==> config.mk <==
export PLATFORM = sky130hd
export DESIGN_NAME = fetch_unit
export DESIGN_NICKNAME = d
export VERILOG_FILES = /design/src/rtl/fetch_unit.sv
export SDC_FILE = /design/constraint.sdc
export NUM_CORES = 1
export LEC_CHECK = 0
export CORE_ASPECT_RATIO = 1.75
export CORE_MARGIN = 2
export CORE_UTILIZATION = 30
export CTS_BUF_LIST = sky130_fd_sc_hd__clkbuf_16
export DETAILED_ROUTE_END_ITERATION = 8
export PLACE_DENSITY_LB_ADDON = 0.15
export SYNTH_ARGS = -nofsm -noshare
export SYNTH_HDL_FRONTEND = slang
export SYNTH_SLANG_ARGS = --single-unit
==> constraint.sdc <==
create_clock -name clk -period 11 [get_ports clk]
set_input_delay 2.2 -clock clk [delete_from_list [all_inputs] [get_ports clk]]
set_output_delay 2.2 -clock clk [all_outputs]
set_load 0.02 [all_outputs]
==> src/rtl/fetch_unit.sv <==
// Fetch stage: owns the PC, issues paired instruction-memory reads and buffers
// {pc,instr} entries in an in-order queue that offers up to two per cycle to decode.
module fetch_unit #(
  parameter int              PC_W     = 16,
  parameter int              INSTR_W  = 32,
  parameter int              QDEPTH   = 8,
  parameter logic [PC_W-1:0] RESET_PC = '0
) (
  input  logic                 clk,
  input  logic                 rst_n,
  input  logic [PC_W-1:0]      branchpc,
  input  logic                 isbranchtaken,
  output logic                 imem_req,
  output logic [PC_W-1:0]      imem_addr,
  input  logic                 imem_valid,
  input  logic [2*INSTR_W-1:0] imem_rdata,
  output logic                 out_valid0,
  output logic [PC_W-1:0]      out_pc0,
  output logic [INSTR_W-1:0]   out_instr0,
  output logic                 out_valid1,
  output logic [PC_W-1:0]      out_pc1,
  output logic [INSTR_W-1:0]   out_instr1,
  input  logic [1:0]           dec_take
);

  localparam int PTR_W = $clog2(QDEPTH);
  localparam int CNT_W = PTR_W + 1;
  localparam logic [CNT_W:0] ISSUE_MAX = (CNT_W+1)'(QDEPTH - 2);

  logic [PC_W-1:0]    pc_q    [QDEPTH];
  logic [INSTR_W-1:0] instr_q [QDEPTH];

  logic [PTR_W-1:0] head, tail, head_p1, tail_p1;
  logic [CNT_W-1:0] count;
  logic [PC_W-1:0]  pc, pc_p1, pc_p2;
  logic             outstanding, squash, run;

  logic [1:0]       take, deq;
  logic [CNT_W:0]   occ;
  logic             resp, enq;

  assign head_p1 = head + PTR_W'(1);
  assign tail_p1 = tail + PTR_W'(1);
  assign pc_p1   = pc + PC_W'(1);
  assign pc_p2   = pc + PC_W'(2);

  // occ is the fill level after this edge; room for a full pair is reserved at
  // issue time so a response can always be enqueued.
  always_comb begin
    take = (dec_take == 2'd3) ? 2'd2 : dec_take;
    deq  = take;
    if ({{(CNT_W-2){1'b0}}, take} > count) deq = count[1:0];
    resp = imem_valid & outstanding;
    enq  = resp & ~squash & ~isbranchtaken;
    occ  = {1'b0, count} - {{(CNT_W-1){1'b0}}, deq} + {{(CNT_W-1){1'b0}}, enq, 1'b0};
    imem_req  = run & (~outstanding | resp) & ~isbranchtaken & (occ <= ISSUE_MAX);
    imem_addr = enq ? pc_p2 : pc;
  end

  always_ff @(posedge clk or negedge rst_n) begin
    if (!rst_n) begin
      pc          <= RESET_PC;
      head        <= '0;
      tail        <= '0;
      count       <= '0;
      outstanding <= 1'b0;
      squash      <= 1'b0;
      run         <= 1'b0;
    end else begin
      run <= 1'b1;
      if (isbranchtaken) begin
        pc          <= branchpc;
        head        <= '0;
        tail        <= '0;
        count       <= '0;
        // a read still in flight after this edge returns stale data
        outstanding <= outstanding & ~imem_valid;
        squash      <= outstanding & ~imem_valid;
      end else begin
        head  <= head + PTR_W'(deq);
        count <= occ[CNT_W-1:0];
        if (enq) begin
          tail <= tail + PTR_W'(2);
          pc   <= pc_p2;
        end
        if (resp) begin
          outstanding <= 1'b0;
          squash      <= 1'b0;
        end
        if (imem_req) outstanding <= 1'b1;
      end
    end
  end

  always_ff @(posedge clk) begin
    if (enq) begin
      pc_q[tail]       <= pc;
      instr_q[tail]    <= imem_rdata[INSTR_W-1:0];
      pc_q[tail_p1]    <= pc_p1;
      instr_q[tail_p1] <= imem_rdata[2*INSTR_W-1:INSTR_W];
    end
  end

  assign out_valid0 = (count != '0);
  assign out_valid1 = (count[CNT_W-1:1] != '0);
  assign out_pc0    = pc_q[head];
  assign out_instr0 = instr_q[head];
  assign out_pc1    = pc_q[head_p1];
  assign out_instr1 = instr_q[head_p1];

endmodule

=== Word level (Yosys, flattened, before mapping) ===
Memories as Yosys holds them, arrays and structs flattened.
Cells that the tools add are included.
W data, S select, Z words.

* Memories kept: 2
* Word-level logic and storage cells: 51
* Flip-flop bits (word level): 29
* Output and inout port bits: 115
* Memory bits (writable): 384

* Reduce and logical (&&, ||, !) cells: 5
* Equality and inequality tests: 1
* Muxes and demuxes: 14
* $lt $le $gt $ge: 2
* Bitwise gates (word level): 12
* $add $sub $neg: 8

{| class="wikitable"
|+ Memory list
! name !! depth !! width !! rd ports !! clocked after memory_dff !! write ports !! RTL line !! RTL
|-
| instr_q || 8 || 32 || 2 || 0 || 2 || 31 || <nowiki>logic [INSTR_W-1:0] instr_q [QDEPTH];</nowiki>
|-
| pc_q || 8 || 16 || 2 || 0 || 2 || 30 || <nowiki>logic [PC_W-1:0] pc_q [QDEPTH];</nowiki>
|}

{| class="wikitable"
|+ Operators with widths
! cell !! number
|-
| $mux W16 || 2
|-
| $add A16 B1 Y16 const B || 1
|-
| $add A16 B2 Y16 const B || 1
|-
| $mux W3 || 3
|-
| $and A1 B1 Y1 || 7
|-
| $add A3 B1 Y3 const B || 2
|-
| $mux W1 || 6
|-
| $reduce_bool A3 Y1 || 2
|-
| $add A5 B2 Y5 || 1
|-
| $le A5 B3 Y1 const B || 1
|-
| $sub A4 B2 Y5 || 1
|-
| $gt A2 B4 Y1 || 1
|-
| $mux W2 || 2
|-
| $mux W4 || 1
|-
| $not A1 Y1 || 4
|-
| $reduce_bool A2 Y1 || 2
|-
| $reduce_bool A4 Y1 || 1
|-
| $add A3 B2 Y3 || 1
|-
| $add A3 B2 Y3 const B || 1
|-
| $eq A2 B2 Y1 const B || 1
|-
| $or A1 B1 Y1 || 1
|}

=== Depth between registers and ports, before layout ===
Gate-level depths: netlist (run 1).

* Word-level depth: 10
* Depth in mapped cells: 13
* Mapped depth without buffers: 13

=== Worst setup path after synthesis (run 1) ===
OpenSTA, ideal clock, no wires.

* Kind: input to output
* Start: in dec_take[1]
* End: out imem_req
* Slack: 3.792 ns
* Arrival time: 5.008 ns
* Stages on the path: 12
* Cells stage by stage: clkbuf_1 -> ha_1 -> nor2b_1 -> o211ai_1 -> o21ai_0 -> fa_1 -> inv_1 -> ha_1 -> fa_1 -> xnor2_1 -> nor4b_1 -> and3_1

* Cells in the longest elaborated chain, start to end: 8

{| class="wikitable"
|+ RTL lines
! what !! RTL line !! RTL
|-
| start: declaration || 23 || <nowiki>input logic [1:0] dec_take</nowiki>
|-
| $eq A2 B2 Y1 || 50 || <nowiki>take = (dec_take == 2'd3) ? 2'd2 : dec_take;</nowiki>
|-
| $mux W2 (*) || 50 ||
|-
| $gt A2 B4 Y1 || 52 || <nowiki>if ({{(CNT_W-2){1'b0}}, take} > count) deq = count[1:0];</nowiki>
|-
| $mux W2 (*) || 52 ||
|-
| $sub A4 B2 Y5 (*) || 55 || <nowiki>occ = {1'b0, count} - {{(CNT_W-1){1'b0}}, deq} + {{(CNT_W-1){1'b0}}, enq, 1'b0};</nowiki>
|-
| $add A5 B2 Y5 (*) || 55 ||
|-
| $le A5 B3 Y1 (*) || 56 || <nowiki>imem_req = run & (~outstanding | resp) & ~isbranchtaken & (occ <= ISSUE_MAX);</nowiki>
|-
| $and A1 B1 Y1 (*) || 56 ||
|-
| end: declaration || 13 || <nowiki>output logic imem_req,</nowiki>
|}

Mark *: on every way between the ends. The rest lies on a longest branch, timed or not.

=== Worst setup path after layout (run 1) ===
* Start: in isbranchtaken
* End: out imem_req

* Cells in the longest elaborated chain, start to end: 5
* Elaborated cells between the ends (all ways): 6

{| class="wikitable"
|+ RTL lines
! what !! RTL line !! RTL
|-
| start: declaration || 12 || <nowiki>input logic isbranchtaken,</nowiki>
|-
| $not A1 Y1 (*) || 54, 56 ||
|-
| $and A1 B1 Y1 || 54 || <nowiki>enq = resp & ~squash & ~isbranchtaken;</nowiki>
|-
| $add A5 B2 Y5 || 55 ||
|-
| $le A5 B3 Y1 || 56 ||
|-
| $and A1 B1 Y1 (*) || 56 ||
|}

Marks and branches as above.

==> results of run 1 <==
## cells by family after synthesis
kind of cell / share of synthesized area
adder cells (fa/ha/maj): 0.01198
flip-flops: 0.5630
AO/OA/AOI/OAI: 0.006623
buffers and inverters: 0.03490
AND/OR/NAND/NOR: 0.09664
XOR/XNOR: 0.02983
other: 0.0001726
multiplexers: 0.2569
## Yosys cell counts, drive strengths merged
cell type,n
nand2b,2
a211o,1
and3b,2
ha,16
inv,20
o21a,1
nand3,11
and3,1
a21oi,7
nand2,455
nor2,21
a21boi,1
o211ai,2
clkbuf,107
nor4,7
nand4,6
dfrtp,28
nor3,6
a31oi,4
xor2,18
buf,55
mux4,192
o31a,1
or2,1
conb,1
o21ai,4
fa,3
mux2,108
xnor2,56
nand3b,2
nor4b,1
and4bb,1
a31o,1
mux2i,4
edfxtp,384
nor2b,7
o21bai,1
and2,1
## how the worst max path moves through the flow
stage	end	cells after the start	start
3_3_place_gp	imem_req	12	isbranchtaken
2_1_floorplan	imem_req	12	dec_take[1]
5_1_grt	imem_req	12	isbranchtaken
4_1_cts	imem_req	12	isbranchtaken
6_report	imem_req	12	isbranchtaken
3_5_place_dp	imem_req	12	isbranchtaken
## registers in the layout, indices dropped and copies added, names as in the netlist
register     flops
instr_q        256
pc_q           128
pc              16
count            4
head             3
tail             2
outstanding      1
run              1
squash           1
## worst register-to-register path, delay by kind of cell, from the launching register on
family                 cells  cell delay, ns
flip-flops                 1            0.39
buffers and inverters      3            1.82
XOR/XNOR                   1            0.17
AND/OR/NAND/NOR            3            0.87
## cell type report
class | count | area share
flip-flops and latches | 412 | 0.4747
multi-input cells | 945 | 0.3404
repair buffers | 224 | 0.08510
well taps | 924 | 0.04483
clock buffers | 43 | 0.04173
clock inverters | 31 | 0.009509
inverters | 20 | 0.003445
diodes | 2 | 0.0001941
## cell usage in the layout, fill, tap and decap left out, drive strengths merged, types with 3 or more instances in the layout
master and count:
a21oi 7, clkinv 17, clkdlybuf4s50 200, xnor2 56, fa 3, clkbuf 43, edfxtp 384, ha 16
nor4 7, nand4 6, xor2 18, nor2b 7, dfrtp 28, o21ai 4, bufinv 4, buf 24
nand2 455, inv 28, mux2 108, nor2 21, mux4 192, nand3 11, mux2i 4, a31oi 4
nor3 6
## per-stage QoR
step / cell area (um2) / instances
floorplan: 21730 / 1539
global placement: 24460 / 2525
detailed placement: 24460 / 2525
CTS: 25780 / 2599
global route: 25790 / 2600
finish: 25790 / 2601
## where the power goes
group	total, mW	switching, mW	internal [mW]	leakage [nW]
sequential	1.86	0.0881	1.77	3.79
combinational	2.51	1.25	1.26	4.16
clock	1.43	0.627	0.802	0.682
total	5.79	1.97	3.83	8.63
## layer usage
| layer | vias to the layer above | track usage |
|---|---|---|
| met3 | 98 | 0.03036 |
| li1 | 5880 | - |
| met2 | 346 | 0.3097 |
| met4 | 10 | 0.05742 |
| met1 | 6929 | 0.2073 |
| met5 | - | 0 |
==> metrics.cfg, run 1 <==
[sta]
slew_viol_final = 0
skew_ns = 0.01805
fin_ws_ns = 2.590
layout_min_cycle_time_ns = 8.410
fin_crit_sh = 0.7645
rsz0062_at_grt = false
finalHoldViolations = 0
fin_setup_tns_ns = 0
worst_pin_slew_ns = 1.078
holdWs_ns = 0.5536
max_clock_freq_mhz = 118.9
setup_violations = 0
slew_headroom = 0.2815

[synthesis]
yosysWarnings = 0
syn_area_mm2 = 0.02173
synth_fp_nets = 1644
yosysTopAreaCellShare = 0.5308
synth_cell_type_count = 46
ys_seq_elements = 412
synth_top_area_cell = edfxtp_1
synthCells = 1539
seq_area_frac_synth = 0.5630
avgSynthCellArea_um2 = 14.12
synth_area_leaders = edfxtp_1 (53%), mux4_2 (20%), nand2_1 (7.9%)

[drt]
viasPerCell = 5.099
vias = 13260
top_layer = met5
ant_nets = 0
route.met3.wl_um = 2915
drtPass1Iterations = 5
initialDrtViolationCount = 663
routed_wl_um = 64180
met2_length_um = 33480
post-route-drc-count = 0
met1_length_um = 25810
wire_per_inst_um = 24.68

[worst_setup_path]
crit_buf_inv = 5
r2r_start = squash
cp_slowest_cell = clkdlybuf4s50_1
crit_path_end_kind = output port
r2r_slack_ns = 7.50
crit_arrival_ns = 6.21
critPathMaxFanout = 33
critical_path_class = primary input to output port
regToRegEndpoint = pc_q[7][3]
cp.required_ns = 8.80
max_stage_delay_ns = 0.61
path_cells = clkdlybuf4s50_1 -> buf_4 -> and4bb_1 -> inv_2 -> fa_1 -> inv_1 -> ha_1 -> fa_1 -> xnor2_1 -> nor4b_1 -> and3_1 -> clkdlybuf4s50_1
r2r_cells = 7
crit_family = buffers and inverters
crit_path_start_kind = primary input

[power]
total_power_mw = 5.794
peakVddDrop_mv = 0.1303
powerDensity_mw_per_mm2 = 224.7
p_leak_nw = 8.634

[final_layout]
drive_gt1_frac = 0.2382
nFillCells = 6813
regArea_mm2 = 0.01224
finalNetCount = 1751
multi_input_area_mm2 = 0.008780
syn2layout_area_growth_pct = 18.70
final_core_util = 0.3595

[clock_network]
cts_max_level = 2
postCtsHoldBufs = 0
clockBufferDepth = 3
cts_setup_buffers = 0
clk_pin_slew_worst_paths_ns = 0.06
root_buffer = clkbuf_16
cts_tree = built
post_cts_resized = 0
clock-sinks = 412
insertion_delay_ns = 0.57
numCtsBuffers = 43

[floorplanning]
fp.dieH_um = 360.0
die_area_mm2 = 0.07467
rows = 130
die_w_um = 207.4
initial_utilization = 0.3029
core_mm2 = 0.07173
pin_count = 201

[global_route]
grt_pass1_vias = 14480
grt-ovfl-total = 0
antenna_found_initial = 7
grt_pass1_wl_um = 95300
grt_util_all_layers = 0.1724
grt_max_degree = 123

[place]
post-place-ws_ns = 2.578
hpwl_um = 37440
io_buffers = 200
finalWeightedCongestion = 0.7397

[status]
status = finished clean

[min_path]
hold_depth = 1
hp-start = outstanding
hold_end = squash
min_path_type = flop to flop

[flow_run]
drv_cap = 0

Power figures use the tool's default switching activity.
==> run 2: changes to the inputs <==
==> constraint.sdc (replaced) <==
create_clock -name clk -period 6.9 [get_ports clk]
set_input_delay 1.38 -clock clk [delete_from_list [all_inputs] [get_ports clk]]
set_output_delay 1.38 -clock clk [all_outputs]
set_load 0.02 [all_outputs]
==> run 2 against run 1 <==
Net effect: cell count grew 0.19%; global-route usage shrank 0.15 points; cell area grew 0.27%; sequential share of layout area shrank 0.13 points; register-to-register slack lost 4.0 ns; utilization grew 0.096 points; die area is the same; non-clock buffer count grew 3; flip-flop and latch count is the same; clock skew shrank 0.0090 ns; clock power grew 59%; critical endpoint unchanged; highest routed layer unchanged.
==> metrics.cfg, run 2 (synthesized netlist as in run 1, its figures left out) <==
[worst_setup_path]
critPathMaxFanout = 4  ; -88%
crit_path_start_kind = primary input
crit_arrival_ns = 5.20  ; -1.01 ns
cp.required_ns = 5.52  ; -3.28 ns
critical_path_class = primary input to output port
r2r_start = count[1]
crit_path_end_kind = output port
worstSetupStartpoint = dec_take[1]

[min_path]
min_path_type = flop to flop
hp-start = outstanding

[global_route]
grt_util_all_layers = 0.1709  ; -0.001451
grt-ovfl-total = 0  ; unchanged
grt_pass1_vias = 14300  ; -1.3%
antenna_found_initial = 6  ; -1
grt_max_degree = 109  ; -11%
grt_pass1_wl_um = 94930  ; -0.39%

[final_layout]
design_area_mm2 = 0.02586  ; +0.27%
regArea_mm2 = 0.01224  ; unchanged
finalNetCount = 1753  ; +0.11%
most-common-layout-cells = nand2_1 (451), edfxtp_1 (384), clkdlybuf4s50_1 (200), mux4_2 (192), mux2_2 (103)
final_common_cell = nand2_1
reg_top3 = instr_q: 256 flops, pc_q: 128 flops, pc: 16 flops
regMostFlops = instr_q
largest_register_ffs = 256  ; unchanged
multi_input_area_mm2 = 0.008786  ; about the same
syn2layout_area_growth_pct = 19.02
drive_gt1_frac = 0.2380  ; -0.0002554
nFillCells = 6816  ; +0.044%

[clock_network]
cts_max_level = 2  ; unchanged
numCtsBuffers = 42  ; -2.3%
postCtsHoldBufs = 0  ; unchanged
root_buffer = clkbuf_16
cts_tree = built
cts_setup_buffers = 0  ; unchanged
clk_pin_slew_worst_paths_ns = 0.06  ; about the same
clockBufferDepth = 3  ; unchanged
insertion_delay_ns = 0.56  ; about the same
clock-sinks = 412  ; unchanged

[floorplanning]
die_w_um = 207.4  ; unchanged
pin_count = 201  ; unchanged
fp.dieH_um = 360.0  ; unchanged
rows = 130  ; unchanged
die_area_mm2 = 0.07467  ; unchanged
initial_utilization = 0.3029  ; unchanged
core_mm2 = 0.07173  ; unchanged

[sta]
layout_min_cycle_time_ns = 6.583
rsz0062_at_grt = false
slew_headroom = 0.2832  ; +0.001648
skew_ns = 0.009034  ; -0.009014 ns
worst_pin_slew_ns = 1.075  ; -0.002472 ns
finalHoldViolations = 0  ; unchanged
setup_violations = 0  ; unchanged
fin_crit_sh = 0.9541
max_clock_freq_mhz = 151.9
fin_setup_tns_ns = 0  ; unchanged
slew_viol_final = 0  ; unchanged

[place]
place_area_mm2 = 0.02451  ; +0.19%
finalWeightedCongestion = 0.7223  ; -2.4%
io_buffers = 200  ; unchanged
hpwl_um = 37660  ; +0.60%

[drt]
vias = 13250  ; -0.11%
routed_wl_um = 64080  ; -0.16%
viasPerCell = 5.084  ; -0.30%
drtPass1Iterations = 7  ; +2
ant_nets = 0  ; unchanged
post-route-drc-count = 0  ; unchanged
initialDrtViolationCount = 811  ; +22%
wire_per_inst_um = 24.59  ; -0.35%

[power]
peakVddDrop_mv = 0.2478  ; +90%
pwr-share-clk = 0.247  ; about the same
seqPwrFrac = 0.325  ; +0.004
pwr-share-comb = 0.428  ; -0.005
powerDensity_mw_per_mm2 = 357.4  ; +59%
p_leak_nw = 8.672  ; +0.45%
total_power_mw = 9.243  ; +60%
internal_power_mw = 6.113  ; +60%
switchingPower_mw = 3.130  ; +59%
switching_share = 0.3386  ; -0.0007592

[status]
status = finished clean

[flow_run]
drv_cap = 0  ; unchanged

## run 2: cell types whose count changed in the layout (fill, tap and decap cells not counted), moves of 2 or more
cell       change
clkinv_1       +3
inv_1          +3
buf_12         +2
clkbuf_16      +2
clkinv_2       -2
## run 2: final cells by class
class	count	share of cell area
Tap cell	924	0.04471
Antenna cell	1	0.00009678
Clock buffer	45	0.04355
Multi-Input combinational cell	945	0.3398
Sequential cell	412	0.4735
Inverter	20	0.003436
Timing Repair Buffer	227	0.08671
Clock inverter	32	0.008226
## run 2: path summary, 6_finish.rpt
kind                          endpoint  slack [ns]  cells after the start
setup / recovery              imem_req        0.32                     15
hold / removal                  squash        0.50                      1
setup reg to reg           outstanding        3.54                     12
hold reg to reg                 squash        0.50                      1
max in group asynchronous      head[0]        5.35                      2
min in group asynchronous       pc[12]        1.20                      2
## run 2: per-layer routing
metal  wire length, um  track usage
met5                75            0
met4              1661      0.04902
met2             33850       0.3140
met3              2916      0.02896
met1             25580       0.2036
## run 2: what timing repair did
action,CTS,global route
setup endpoints to repair,0,1
gates resized for setup,0,1
endpoints found under the hold margin,0,0
## run 2: power by group through the flow
stage               combinational [mW]  clock, mW  sequential [mW]
floorplan                         2.62          0             2.89
global placement                  4.05          0             3.07
detailed placement                4.05          0             3.07
CTS                               4.07       2.35             3.01
global route                      4.23       2.43             3.03
finish                            3.96       2.28             3.00
## run 2: worst max-delay path, cell delays in order
cell	delay (ns)
clkdlybuf4s50_1	0.44
nand2b_1	0.19
ha_1	0.28
nand2_1	0.07
o211ai_1	0.16
nand2_1	0.13
o21ai_0	0.12
fa_1	0.53
inv_1	0.04
ha_1	0.21
fa_1	0.42
xnor2_1	0.16
nor4b_2	0.28
and3_1	0.19
clkdlybuf4s50_1	0.60
## run 2: metrics by stage
step | util | instances | worst slack [ns] | hold slack [ns]
2_1_floorplan | - | 1539 | 1.332 | 0.4196
3_3_place_gp | 0.3417 | 2528 | 0.2678 | 0.4976
3_5_place_dp | 0.3417 | 2528 | 0.2223 | 0.5033
4_1_cts | 0.3604 | 2605 | 0.2175 | 0.5133
5_1_grt | 0.3605 | 2606 | 0.04406 | 0.5417
6_report | 0.3605 | 2606 | 0.3166 | 0.5049
==> RTL change 1, RTL diff (flow settings as in run 2) <==
Change the parameter `INSTR_W` from 32 to 64.
--- a/src/rtl/fetch_unit.sv
+++ b/src/rtl/fetch_unit.sv
@@ -2,7 +2,7 @@
 // {pc,instr} entries in an in-order queue that offers up to two per cycle to decode.
 module fetch_unit #(
   parameter int              PC_W     = 16,
-  parameter int              INSTR_W  = 32,
+  parameter int              INSTR_W  = 64,
   parameter int              QDEPTH   = 8,
   parameter logic [PC_W-1:0] RESET_PC = '0
 ) (
Interface: changed (resized imem_rdata, out_instr0 and out_instr1); port bits go from 201 to 329. The function was not compared with the original's and may differ.
==> RTL change 1 against run 2 <==
Count of clock-buffer cells in the layout grew 32. Setup slack better by 0.30 ns. Power grew 66%. Design area up 62%. Synthesized area is 60% higher. Sequential cell count is 256 higher. Wire length rose by 71%. Hold slack gained 0.014 ns. Register-to-register slack barely moved. Sequential power increased by 56%. Global-route usage increased by 1.4 points.
==> RTL change 1: results (changes against run 2) <==
- H-tree depth: 3 (was 2)
- Post-route insts no fill: 4,223 (was 2,606)
- Outcome: finished, final reports clean (unchanged)
- Largest net degree at the start of global routing: 113 (was 109)
- Register share of the cell area: 0.475 (was 0.473)
- Setup Skew: 0.0225 ns (was 0.00903 ns)
- Fillers: 10,824 (was 6,816)
- N_diodes: 7 (was 1)
- Non-clk invs: 21 (was 20)
- Antenna violations before repair: 13 (was 6)
- Post-DP HPWL: 64.5 mm (was 37.7 mm)
- P_leak: 14.2 nW (was 8.67 nW)
- Comb power: 6.60 mW (was 3.96 mW)
- All-Layer GR Usage: 0.184 (was 0.171)
- Vias: 21,608 (was 13,249)
- Top flop regs: instr_q x512, pc_q x128, pc x16 (was instr_q x256, pc_q x128, pc x16)
- Drt wl/cell: 25.9 um (was 24.6 um)
- Ranking of synthesized cells by area: edfxtp_1 (55%), mux4_2 (21%), nand2_1 (9.0%) (was edfxtp_1 (53%), mux4_2 (20%), nand2_1 (7.9%))
- Placed Area: 39,500 sq um (was 24,500 sq um)
- P_seq: 4.69 mW (was 3.00 mW)
- # nets final: 2,824 (was 1,753)
- Switching Fraction: 0.336 (was 0.339)
- Placed insts: 4,084 (was 2,528)
- Tap cells: 1,503 (was 924)
- Async set-or-reset flop fraction in the synthesized netlist: 0.0419 (was 0.0680)
- Max VDD drop: 0.261 mV (was 0.248 mV)
- EDFF count, synth: 640 (was 384)
- Ratio of cells with drive above 1 in the final layout: 0.243 (was 0.238)
[RTL change 1: cell count changes in the layout (fill, tap and decap cells not counted), sizes merged, moves of 32 or more]
| cell | delta |
|---|---|
| mux4 | +128 |
| nand2 | +379 |
| edfxtp | +256 |
| clkbuf | +32 |
| clkdlybuf4s50 | +127 |
| mux2 | +63 |
[RTL change 1: final timing paths]
check                           cells after the start  slack [ns]           to        start
worst max-delay path                               15        0.62     imem_req  dec_take[1]
worst min-delay path                                1        0.52       squash  outstanding
worst max register to register                     12        3.53  outstanding     count[1]
worst min register to register                      1        0.52       squash  outstanding
max in group asynchronous                           2        5.46      head[0]        rst_n
min in group asynchronous                           2        1.12        pc[9]        rst_n
[RTL change 1: cell families (layout without fill, tap and decap cells)]
group,count (synthesis),after routing,synth area share
muxes,494,494,0.263
other,1,8,0.000108
AOI/OAI and AO/OA,25,25,0.00460
and+or+nand+nor,908,908,0.102
adders and majority gates,19,19,0.00747
xor gates and xnor gates,73,73,0.0184
DFF,668,668,0.572
buffers and inverters,276,525,0.0329
==> RTL change 2, RTL diff (settings of run 2) <==
Without the edit above. Add an input register stage for `branchpc`, cleared by the reset; this delays it by one clock. The other inputs are not delayed to match.
--- a/src/rtl/fetch_unit.sv
+++ b/src/rtl/fetch_unit.sv
@@ -26,6 +26,16 @@
   localparam int PTR_W = $clog2(QDEPTH);
   localparam int CNT_W = PTR_W + 1;
   localparam logic [CNT_W:0] ISSUE_MAX = (CNT_W+1)'(QDEPTH - 2);
+
+  logic [PC_W-1:0] branchpc_q;
+
+  always_ff @(posedge clk or negedge rst_n) begin
+    if (!rst_n) begin
+      branchpc_q <= '0;
+    end else begin
+      branchpc_q <= branchpc;
+    end
+  end
 
   logic [PC_W-1:0]    pc_q    [QDEPTH];
   logic [INSTR_W-1:0] instr_q [QDEPTH];
@@ -69,7 +79,7 @@
     end else begin
       run <= 1'b1;
       if (isbranchtaken) begin
-        pc          <= branchpc;
+        pc          <= branchpc_q;
         head        <= '0;
         tail        <= '0;
         count       <= '0;
Formal check against the unedited RTL: not equivalent (Yosys sat finds a counterexample within 4 cycles, from zero or initial values and one cycle with rst_n low).
==> RTL change 2 against run 2 <==
Synthesized cell count rose by 0.97%. Sequential cell count rose by 16. Power rose by 1.0%. Wire length rose by 2.2%. Sequential share of layout area rose by 0.81 points. Final cell count rose by 1.0%. First-iteration DRC count fell by 16%. Setup slack improved by 0.35 ns. Design area rose by 1.5%. Synthesized area rose by 1.9%. Core utilization fell by 0.053 points. Critical path type unchanged. Critical endpoint unchanged.
==> RTL change 2: results (changes against run 2) <==
- Clk cell area share: 0.0512 (was 0.0518)
- Worst hold slack: 0.478 ns (was 0.505 ns)
- Worst Path Arrival: 4.85 ns (was 5.20 ns)
- Routed metal-1 wirelength: 25.3 mm (was 25.6 mm)
- Largest stage delay, worst path: 0.53 ns (was 0.60 ns)
- Clock buffer count in the final layout: 48 (was 45)
- Worst-margin pin slew: 0.995 ns (was 1.08 ns)
- Max VDD drop: 0.245 mV (was 0.248 mV)
- R2R depth: 13 (was 12)
- Ratio of cells with drive above 1 in the final layout: 0.238 (about the same)
- Synth Cell Area: 22,100 sq um (was 21,700 sq um)
- Compound-Gate Fraction of Synth Area: 0.00639 (was 0.00662)
- Design Power: 9.34 mW (was 9.24 mW)
- Async set-or-reset flop fraction in the synthesized netlist: 0.103 (was 0.0680)
- Placed Area: 24,900 sq um (was 24,500 sq um)
- Post-synthesis xor/xnor area fraction: 0.0293 (was 0.0298)
- Post-Synth Adder-Cell Area: 0.0118 (was 0.0120)
- Outcome: finished, final reports clean (unchanged)
- Fillers: 6,893 (was 6,816)
- WL final: 65.5 mm (was 64.1 mm)
- Clock Power Share: 0.244 (was 0.247)
- Multiplexer share of the synthesized area: 0.252 (was 0.257)
- Synth Net Count: 1,659 (was 1,644)
- CTS Sinks: 428 (was 412)
- FF-to-FF setup slack: 3.44 ns (was 3.54 ns)
- N_diodes: 0 (was 1)
- Setup Skew: 0.0111 ns (was 0.00903 ns)
- Ranking of synthesized cells by area: edfxtp_1 (52%), mux4_2 (20%), nand2_1 (7.7%) (was edfxtp_1 (53%), mux4_2 (20%), nand2_1 (7.9%))
- Post-DP HPWL: 40.2 mm (was 37.7 mm)
- Largest net degree at the start of global routing: 101 (was 109)
- First-iteration detailed-routing DRC count: 682 (was 811)
- WL met2: 35.7 mm (was 33.8 mm)
- Top flop regs: instr_q x256, pc_q x128 (was instr_q x256, pc_q x128, pc x16)
- Non-clk buf share: 0.0853 (was 0.0867)
- Switching Fraction: 0.339 (about the same)
- Post-synthesis sequential area ratio: 0.571 (was 0.563)
- Hold Startpoint: branchpc_q[10] (was outstanding)
- Antenna violations before repair: 4 (was 6)
- Area of the multi-input gates: 8770 sq um (was 8790 sq um)
- Non-clk invs: 19 (was 20)
## RTL change 2: how the worst max path moves through the flow
stage	startpoint	endpoint	slack [ns]	cells after the start
3_5_place_dp	dec_take[1]	imem_req	0.25	16
3_3_place_gp	dec_take[1]	imem_req	0.29	16
5_1_grt	dec_take[1]	imem_req	0.37	16
6_report	dec_take[1]	imem_req	0.67	16
2_1_floorplan	dec_take[1]	imem_req	1.28	13
4_1_cts	dec_take[1]	imem_req	0.24	16
## RTL change 2: worst register-to-register path, stage by stage (launching register included)
cell and delay, ns:
dfrtp_1 0.36, inv_1 0.17, ha_1 0.27, nor2b_1 0.14, o211ai_1 0.31, o21ai_0 0.18, fa_1 0.53, inv_1 0.04
ha_1 0.21, fa_1 0.43, xnor2_1 0.16, nor4b_1 0.25, o21ai_0 0.15, o21bai_1 0.17
## RTL change 2: metal layers
layer  vias to the layer above  track usage
li1                       5941            -
met1                      6966        0.199
met2                       322        0.332
met3                        85       0.0320
met4                         8       0.0466
met5                         -            0
